**src/rtl/spi_pkg.sv**
```systemverilog
// rtl/spi_pkg.sv - shared constants and types for the SPI transfer sequencer
//
// Purpose: state encoding, default geometry and requester indices used by
//          spi_xfer_seq and spi_rr_arb2.
// Ports:   none (package).
package spi_pkg;

  localparam int BITS_DEF  = 8;
  localparam int LEN_W_DEF = 4;

  localparam int REQ_CPU  = 0;
  localparam int REQ_AUTO = 1;

  typedef enum logic [1:0] {
    ST_IDLE  = 2'd0,
    ST_SETUP = 2'd1,
    ST_SHIFT = 2'd2,
    ST_HOLD  = 2'd3
  } state_t;

endpackage

```
**src/rtl/spi_rr_arb2.sv**
```systemverilog
// rtl/spi_rr_arb2.sv - two-way round-robin arbiter with last-winner register
//
// Purpose: picks one of two requesters; on a tie the requester that did not
//          win last time gets the grant. The last-winner register only moves
//          when i_en is high and at least one request is present.
// Ports:
//   inv_serclk  in   inverted serial clock, rising edge active
//   reset       in   asynchronous, active-high
//   i_req[1:0]  in   request per requester
//   i_en        in   commit the current pick as the new last winner
//   o_gnt[1:0]  out  one-hot combinational pick (00 when no request)
module spi_rr_arb2
  import spi_pkg::*;
(
  input  logic       inv_serclk,
  input  logic       reset,
  input  logic [1:0] i_req,
  input  logic       i_en,
  output logic [1:0] o_gnt
);

  // High when the auto-read requester won last; reset value makes the
  // CPU path win the first tie.
  logic r_last_auto;
  logic w_pick_auto;

  assign w_pick_auto      = i_req[REQ_AUTO] & (~i_req[REQ_CPU] | ~r_last_auto);
  assign o_gnt[REQ_AUTO]  = w_pick_auto;
  assign o_gnt[REQ_CPU]   = i_req[REQ_CPU] & ~w_pick_auto;

  always_ff @(posedge inv_serclk or posedge reset) begin
    if (reset) begin
      r_last_auto <= 1'b1;
    end else if (i_en && (i_req != 2'b00)) begin
      r_last_auto <= w_pick_auto;
    end
  end

endmodule

```
**src/rtl/spi_xfer_seq.sv**
```systemverilog
// rtl/spi_xfer_seq.sv - SPI burst sequencer: arbitration, chip-select, bit/byte counting
//
// Purpose: grants the SPI byte engine to one of two requesters, frames the
//          burst with chip-select setup/hold cycles and enables the shift
//          registers for BITS*(len+1) back-to-back cycles.
// Ports:
//   inv_serclk      in   inverted serial clock, rising edge active
//   reset           in   asynchronous, active-high
//   req[1:0]        in   level request per requester, held until xfer_done
//   len0, len1      in   burst length-1 per requester, sampled at grant
//   abort           in   synchronous abort of the current burst
//   grant[1:0]      out  one-hot engine owner, 00 when idle
//   cs_n            out  chip-select, active low
//   shift_en        out  shift register enable
//   bit_cnt         out  bit index within the current byte
//   byte_done       out  last shift cycle of a byte
//   xfer_done       out  one-cycle end-of-burst pulse
//   busy            out  high from grant until return to idle
module spi_xfer_seq
  import spi_pkg::*;
#(
  parameter int BITS  = BITS_DEF,
  parameter int LEN_W = LEN_W_DEF
) (
  input  logic                     inv_serclk,
  input  logic                     reset,
  input  logic [1:0]               req,
  input  logic [LEN_W-1:0]         len0,
  input  logic [LEN_W-1:0]         len1,
  input  logic                     abort,
  output logic [1:0]               grant,
  output logic                     cs_n,
  output logic                     shift_en,
  output logic [$clog2(BITS)-1:0]  bit_cnt,
  output logic                     byte_done,
  output logic                     xfer_done,
  output logic                     busy
);

  localparam int            BW       = $clog2(BITS);
  localparam logic [BW-1:0] BIT_LAST = BW'(BITS - 1);

  state_t             r_state,     w_state_nxt;
  logic [1:0]         r_grant,     w_grant_nxt;
  logic               r_cs_n,      w_cs_n_nxt;
  logic               r_shift_en,  w_shift_en_nxt;
  logic [BW-1:0]      r_bit_cnt,   w_bit_cnt_nxt;
  logic [LEN_W-1:0]   r_byte_cnt,  w_byte_cnt_nxt;
  logic               r_busy,      w_busy_nxt;
  logic               r_xfer_done, w_xfer_done_nxt;

  logic               w_arb_en;
  logic [1:0]         w_win;

  spi_rr_arb2 u_arb (
    .inv_serclk (inv_serclk),
    .reset      (reset),
    .i_req      (req),
    .i_en       (w_arb_en),
    .o_gnt      (w_win)
  );

  always_ff @(posedge inv_serclk or posedge reset) begin
    if (reset) begin
      r_state     <= ST_IDLE;
      r_grant     <= 2'b00;
      r_cs_n      <= 1'b1;
      r_shift_en  <= 1'b0;
      r_bit_cnt   <= '0;
      r_byte_cnt  <= '0;
      r_busy      <= 1'b0;
      r_xfer_done <= 1'b0;
    end else begin
      r_state     <= w_state_nxt;
      r_grant     <= w_grant_nxt;
      r_cs_n      <= w_cs_n_nxt;
      r_shift_en  <= w_shift_en_nxt;
      r_bit_cnt   <= w_bit_cnt_nxt;
      r_byte_cnt  <= w_byte_cnt_nxt;
      r_busy      <= w_busy_nxt;
      r_xfer_done <= w_xfer_done_nxt;
    end
  end

  always_comb begin
    w_state_nxt     = r_state;
    w_grant_nxt     = r_grant;
    w_cs_n_nxt      = r_cs_n;
    w_shift_en_nxt  = r_shift_en;
    w_bit_cnt_nxt   = r_bit_cnt;
    w_byte_cnt_nxt  = r_byte_cnt;
    w_busy_nxt      = r_busy;
    w_xfer_done_nxt = 1'b0;
    w_arb_en        = 1'b0;

    case (r_state)
      ST_IDLE: begin
        // Only IDLE looks at req, so requests are non-preemptive.
        if (req != 2'b00) begin
          w_arb_en       = 1'b1;
          w_grant_nxt    = w_win;
          w_byte_cnt_nxt = w_win[REQ_AUTO] ? len1 : len0;
          w_cs_n_nxt     = 1'b0;
          w_busy_nxt     = 1'b1;
          w_state_nxt    = ST_SETUP;
        end
      end

      ST_SETUP: begin
        if (abort) begin
          w_state_nxt = ST_HOLD;
        end else begin
          w_shift_en_nxt = 1'b1;
          w_bit_cnt_nxt  = '0;
          w_state_nxt    = ST_SHIFT;
        end
      end

      ST_SHIFT: begin
        if (abort) begin
          w_shift_en_nxt = 1'b0;
          w_bit_cnt_nxt  = '0;
          w_state_nxt    = ST_HOLD;
        end else if (r_bit_cnt == BIT_LAST) begin
          w_bit_cnt_nxt = '0;
          // Byte counter holds remaining bytes after this one; stop at
          // zero rather than decrementing so it never wraps.
          if (r_byte_cnt == '0) begin
            w_shift_en_nxt = 1'b0;
            w_state_nxt    = ST_HOLD;
          end else begin
            w_byte_cnt_nxt = r_byte_cnt - 1'b1;
          end
        end else begin
          w_bit_cnt_nxt = r_bit_cnt + 1'b1;
        end
      end

      ST_HOLD: begin
        w_cs_n_nxt      = 1'b1;
        w_grant_nxt     = 2'b00;
        w_busy_nxt      = 1'b0;
        w_xfer_done_nxt = 1'b1;
        w_state_nxt     = ST_IDLE;
      end

      default: begin
        w_state_nxt = ST_IDLE;
      end
    endcase
  end

  assign grant     = r_grant;
  assign cs_n      = r_cs_n;
  assign shift_en  = r_shift_en;
  assign bit_cnt   = r_bit_cnt;
  assign busy      = r_busy;
  assign xfer_done = r_xfer_done;
  // Decoded rather than registered so it lines up with the final shift edge.
  assign byte_done = r_shift_en & (r_bit_cnt == BIT_LAST);

endmodule

```
**config.mk**
```make
export PLATFORM = sky130hd
export DESIGN_NAME = spi_xfer_seq
export DESIGN_NICKNAME = d
export VERILOG_FILES = /design/src/rtl/spi_pkg.sv /design/src/rtl/spi_rr_arb2.sv /design/src/rtl/spi_xfer_seq.sv
export SDC_FILE = /design/constraint.sdc
export NUM_CORES = 1
export LEC_CHECK = 0
export ABC_CLOCK_PERIOD_IN_PS = 1700
export BUFFER_PORTS_ARGS = -buffer_cell sky130_fd_sc_hd__buf_2
export CORE_ASPECT_RATIO = 1.4
export CORE_MARGIN = 2
export CORE_UTILIZATION = 40
export DETAILED_ROUTE_END_ITERATION = 7
export PLACE_DENSITY = 0.68
export SLEW_MARGIN = 20
export SYNTH_ARGS = -nofsm -noshare
export SYNTH_HDL_FRONTEND = slang
export SYNTH_SLANG_ARGS = --single-unit
```
**constraint.sdc**
```tcl
create_clock -name inv_serclk -period 1.7 [get_ports inv_serclk]
set_input_delay 0.51 -clock inv_serclk [delete_from_list [all_inputs] [get_ports inv_serclk]]
set_output_delay 0.51 -clock inv_serclk [all_outputs]
set_load 0.05 [all_outputs]
```
==> results.sh <==
export IMPL_start_util=0.421
export IMPL_async_flop_share=1.00
export IMPL_dieHeight_um=63.0
export IMPL_synth_edff_count=0
export IMPL_fin_ws_ns=-0.128
export IMPL_nFillCells=192
export IMPL_clk_latency_ns=0.29
export IMPL_p_leak_nw=0.660
export IMPL_ys_flop_type="dfrtp_1"
export IMPL_setup_violations=2
export IMPL_numCtsBuffers=3
export IMPL_internal_power_mw=1.53
export IMPL_avgViaCountPerCell=5.47
export IMPL_seqPwrFrac=0.269
export IMPL_fin_crit_ns=1.83
export IMPL_worstMarginPinSlew_ns=0.372
export IMPL_cts_tree="yes"
export IMPL_crit_required_ns=1.19
export IMPL_syn_inst=94
export IMPL_vdd_drop_max_uv=903
export IMPL_postCtsHoldBufs=0
export IMPL_synth_area_sq_um=995
export IMPL_first_global_vias=877
export IMPL_grt_remaining_overflow=0
export IMPL_start_kind="flop"
export IMPL_crit_path_end="byte_done"
export IMPL_drive_gt1_frac=0.515
export IMPL_fin_setup_tns_ns=-0.166
export IMPL_cts_sinks=16
export IMPL_gp_congestion=0.833
export IMPL_p_per_area_nw_per_um2=2000
export IMPL_root_buffer="clkbuf_4"
export IMPL_pwr_share_comb=0.654
export IMPL_avgSynthCellArea_sq_um=10.6
export IMPL_final_common_cell="buf_2"
export IMPL_nets=159
export IMPL_worstHoldPathType="input port to async pin"
export IMPL_arrival_ns=1.32
export IMPL_fin_util=0.594
export IMPL_rr_startpoint="bit_cnt[0]"
export IMPL_grt_pass1_wl_um=3840
export IMPL_clk_pin_slew_ns=0.11
export IMPL_drt_total_wl_um=2280
export IMPL_fmax_mhz=547
export IMPL_skew_ns=0.0117
export IMPL_rows=21
export IMPL_reg2regPathDepth=6
export IMPL_fin_crit_sh=1.08
export IMPL_hpwl_um=1720
export IMPL_mostFrequentLayoutCells="buf_2 (21), buf_4 (16), dfrtp_1 (10), nand2_1 (7), ha_1 (6)"
export IMPL_io_pin_count=23
export IMPL_p_clk_frac=0.077
export IMPL_synth_ff_latch_count=16
export IMPL_die_w_um=46.1
export IMPL_p_switching_mw=1.29
export IMPL_core_area_sq_um=2360
export IMPL_status="finished, violations left"
export IMPL_violations="negative setup slack"
export IMPL_crit_start="bit_cnt[0]"
export IMPL_drv_slew=0
export IMPL_antenna_found_initial=0
export IMPL_portBuffers=22
export IMPL_yosysWarnings=0
export IMPL_grt_use_total=0.174
export IMPL_grt_max_degree=17
export IMPL_finalPower_mw=2.81
export IMPL_drt_iter0_drc=17
export IMPL_maxCapViolCount=0
export IMPL_detail_route_first_pass_iterations=4
export IMPL_yosysUniqueCellTypes=41
export IMPL_worstSetupEndpointType="output port"
export IMPL_regToRegSetupSlack_ns=-0.04
export IMPL_finalHoldViolations=0
export IMPL_antenna_left=0
export IMPL_cts_max_level=1
export IMPL_syn_nets=116
export IMPL_rsz0062_at_grt="true"
export IMPL_synth_seq_area_share=0.405
export IMPL_dieArea_sq_um=2910
export IMPL_clk_path_buf_depth=2
export IMPL_areaGrowthSynthToFinish_pct=41.3
export IMPL_diodes=0
export IMPL_vias=869
export IMPL_swShare=0.457
export IMPL_whs_ns=0.204
export IMPL_worst_r2r_endpoint="r_state[1]"
export IMPL_max_slew_margin=0.749
export IMPL_cp_max_fo=2
export IMPL_critPathKind="flop to output port"
export IMPL_drc=0
export IMPL_post_drt_wl_per_cell_um=14.4
==> stage by stage <==
| stage | setup WS [ns] | instance area (sq um) | std cells |
|---|---|---|---|
| 2_1_floorplan | 0.00509 | 1050 | 94 |
| 3_3_place_gp | 0.0158 | 1280 | 150 |
| 4_1_cts | -0.133 | 1340 | 157 |
| 3_5_place_dp | -0.0226 | 1280 | 150 |
| 5_1_grt | -0.163 | 1410 | 159 |
| 6_report | -0.128 | 1410 | 159 |
==> repair_timing <==
item,in CTS,in global routing
resized for setup,5,8
pin swaps,1,7
buffers inserted,3,2
endpoints found under the setup margin,2,7
hold endpoints to repair,0,0
cloned,0,0
==> sequential cells by signal, indices dropped and copies added (netlist names) <==
name,count
bit_cnt,3
busy,1
cs_n,1
grant,2
r_byte_cnt,4
r_state,2
shift_en,1
u_arb.r_last_auto,1
xfer_done,1
==> power by group through the flow <==
| stage | combinational (mW) | sequential [mW] | clock, mW |
|---|---|---|---|
| floorplan | 0.858 | 1.04 | 0 |
| global placement | 1.57 | 0.744 | 0 |
| detailed placement | 1.60 | 0.761 | 0 |
| CTS | 1.67 | 0.748 | 0.222 |
| global route | 2.01 | 0.785 | 0.239 |
| finish | 1.84 | 0.755 | 0.217 |
==> cell usage after synthesis (2+ instances only) <==
cell type / n / share of area
dfrtp_1: 14 / 0.35
ha_1: 9 / 0.11
nand2_1: 7 / 0.026
inv_1: 6 / 0.023
a21oi_1: 4 / 0.020
a22o_1: 4 / 0.035
nor2_1: 4 / 0.015
o21ai_0: 4 / 0.020
mux2i_1: 3 / 0.030
nand2b_1: 3 / 0.019
and2_1: 2 / 0.013
dfstp_2: 2 / 0.053
mux2_2: 2 / 0.023
nor3_1: 2 / 0.010
or2_2: 2 / 0.013
==> cell families after synthesis <==
| group | Yosys count | share of synthesized area |
|---|---|---|
| simple gates | 28 | 0.156 |
| mux | 6 | 0.0679 |
| flops | 16 | 0.405 |
| fa+ha+maj | 9 | 0.113 |
| compound gates | 27 | 0.221 |
| buf+inv | 7 | 0.0277 |
| xor+xnor | 1 | 0.00881 |
==> metal layers <==
| metal | routed length (um) | part of all wire | GRT usage |
|---|---|---|---|
| met1 | 993 | 0.43 | 0.221 |
| met2 | 1200 | 0.53 | 0.297 |
| met3 | 55 | 0.024 | 0.0173 |
| met4 | 29 | 0.013 | 0.0536 |
| met5 | 0 | 0 | 0 |
==> cell type report <==
type / count / area (sq um) / area share
tap: 23 / 28.8 / 0.0205
clock buffer: 4 / 26.3 / 0.0187
inverter: 6 / 22.5 / 0.0160
timing repair buffer: 39 / 251 / 0.179
sequential: 16 / 408 / 0.290
multi-input combinational: 71 / 668 / 0.476
==> how the worst min path moves through the flow <==
stage	slack, ns	endpoint	start	cells past startpoint
after floorplan	0.42	busy	reset	1
after global placement	0.48	grant[0]	grant[0]	1
after detailed placement	0.49	grant[1]	grant[1]	1
after CTS	0.21	r_state[0]	reset	3
after global routing	0.23	r_state[0]	reset	3
final	0.20	bit_cnt[2]	reset	3
==> worst max-delay path: stages, from the launching register on <==
cell and delay, ns:
dfrtp_2 0.44, ha_4 0.17, ha_4 0.15, and2_4 0.13, buf_8 0.14
Power figures use the tool's default switching activity.
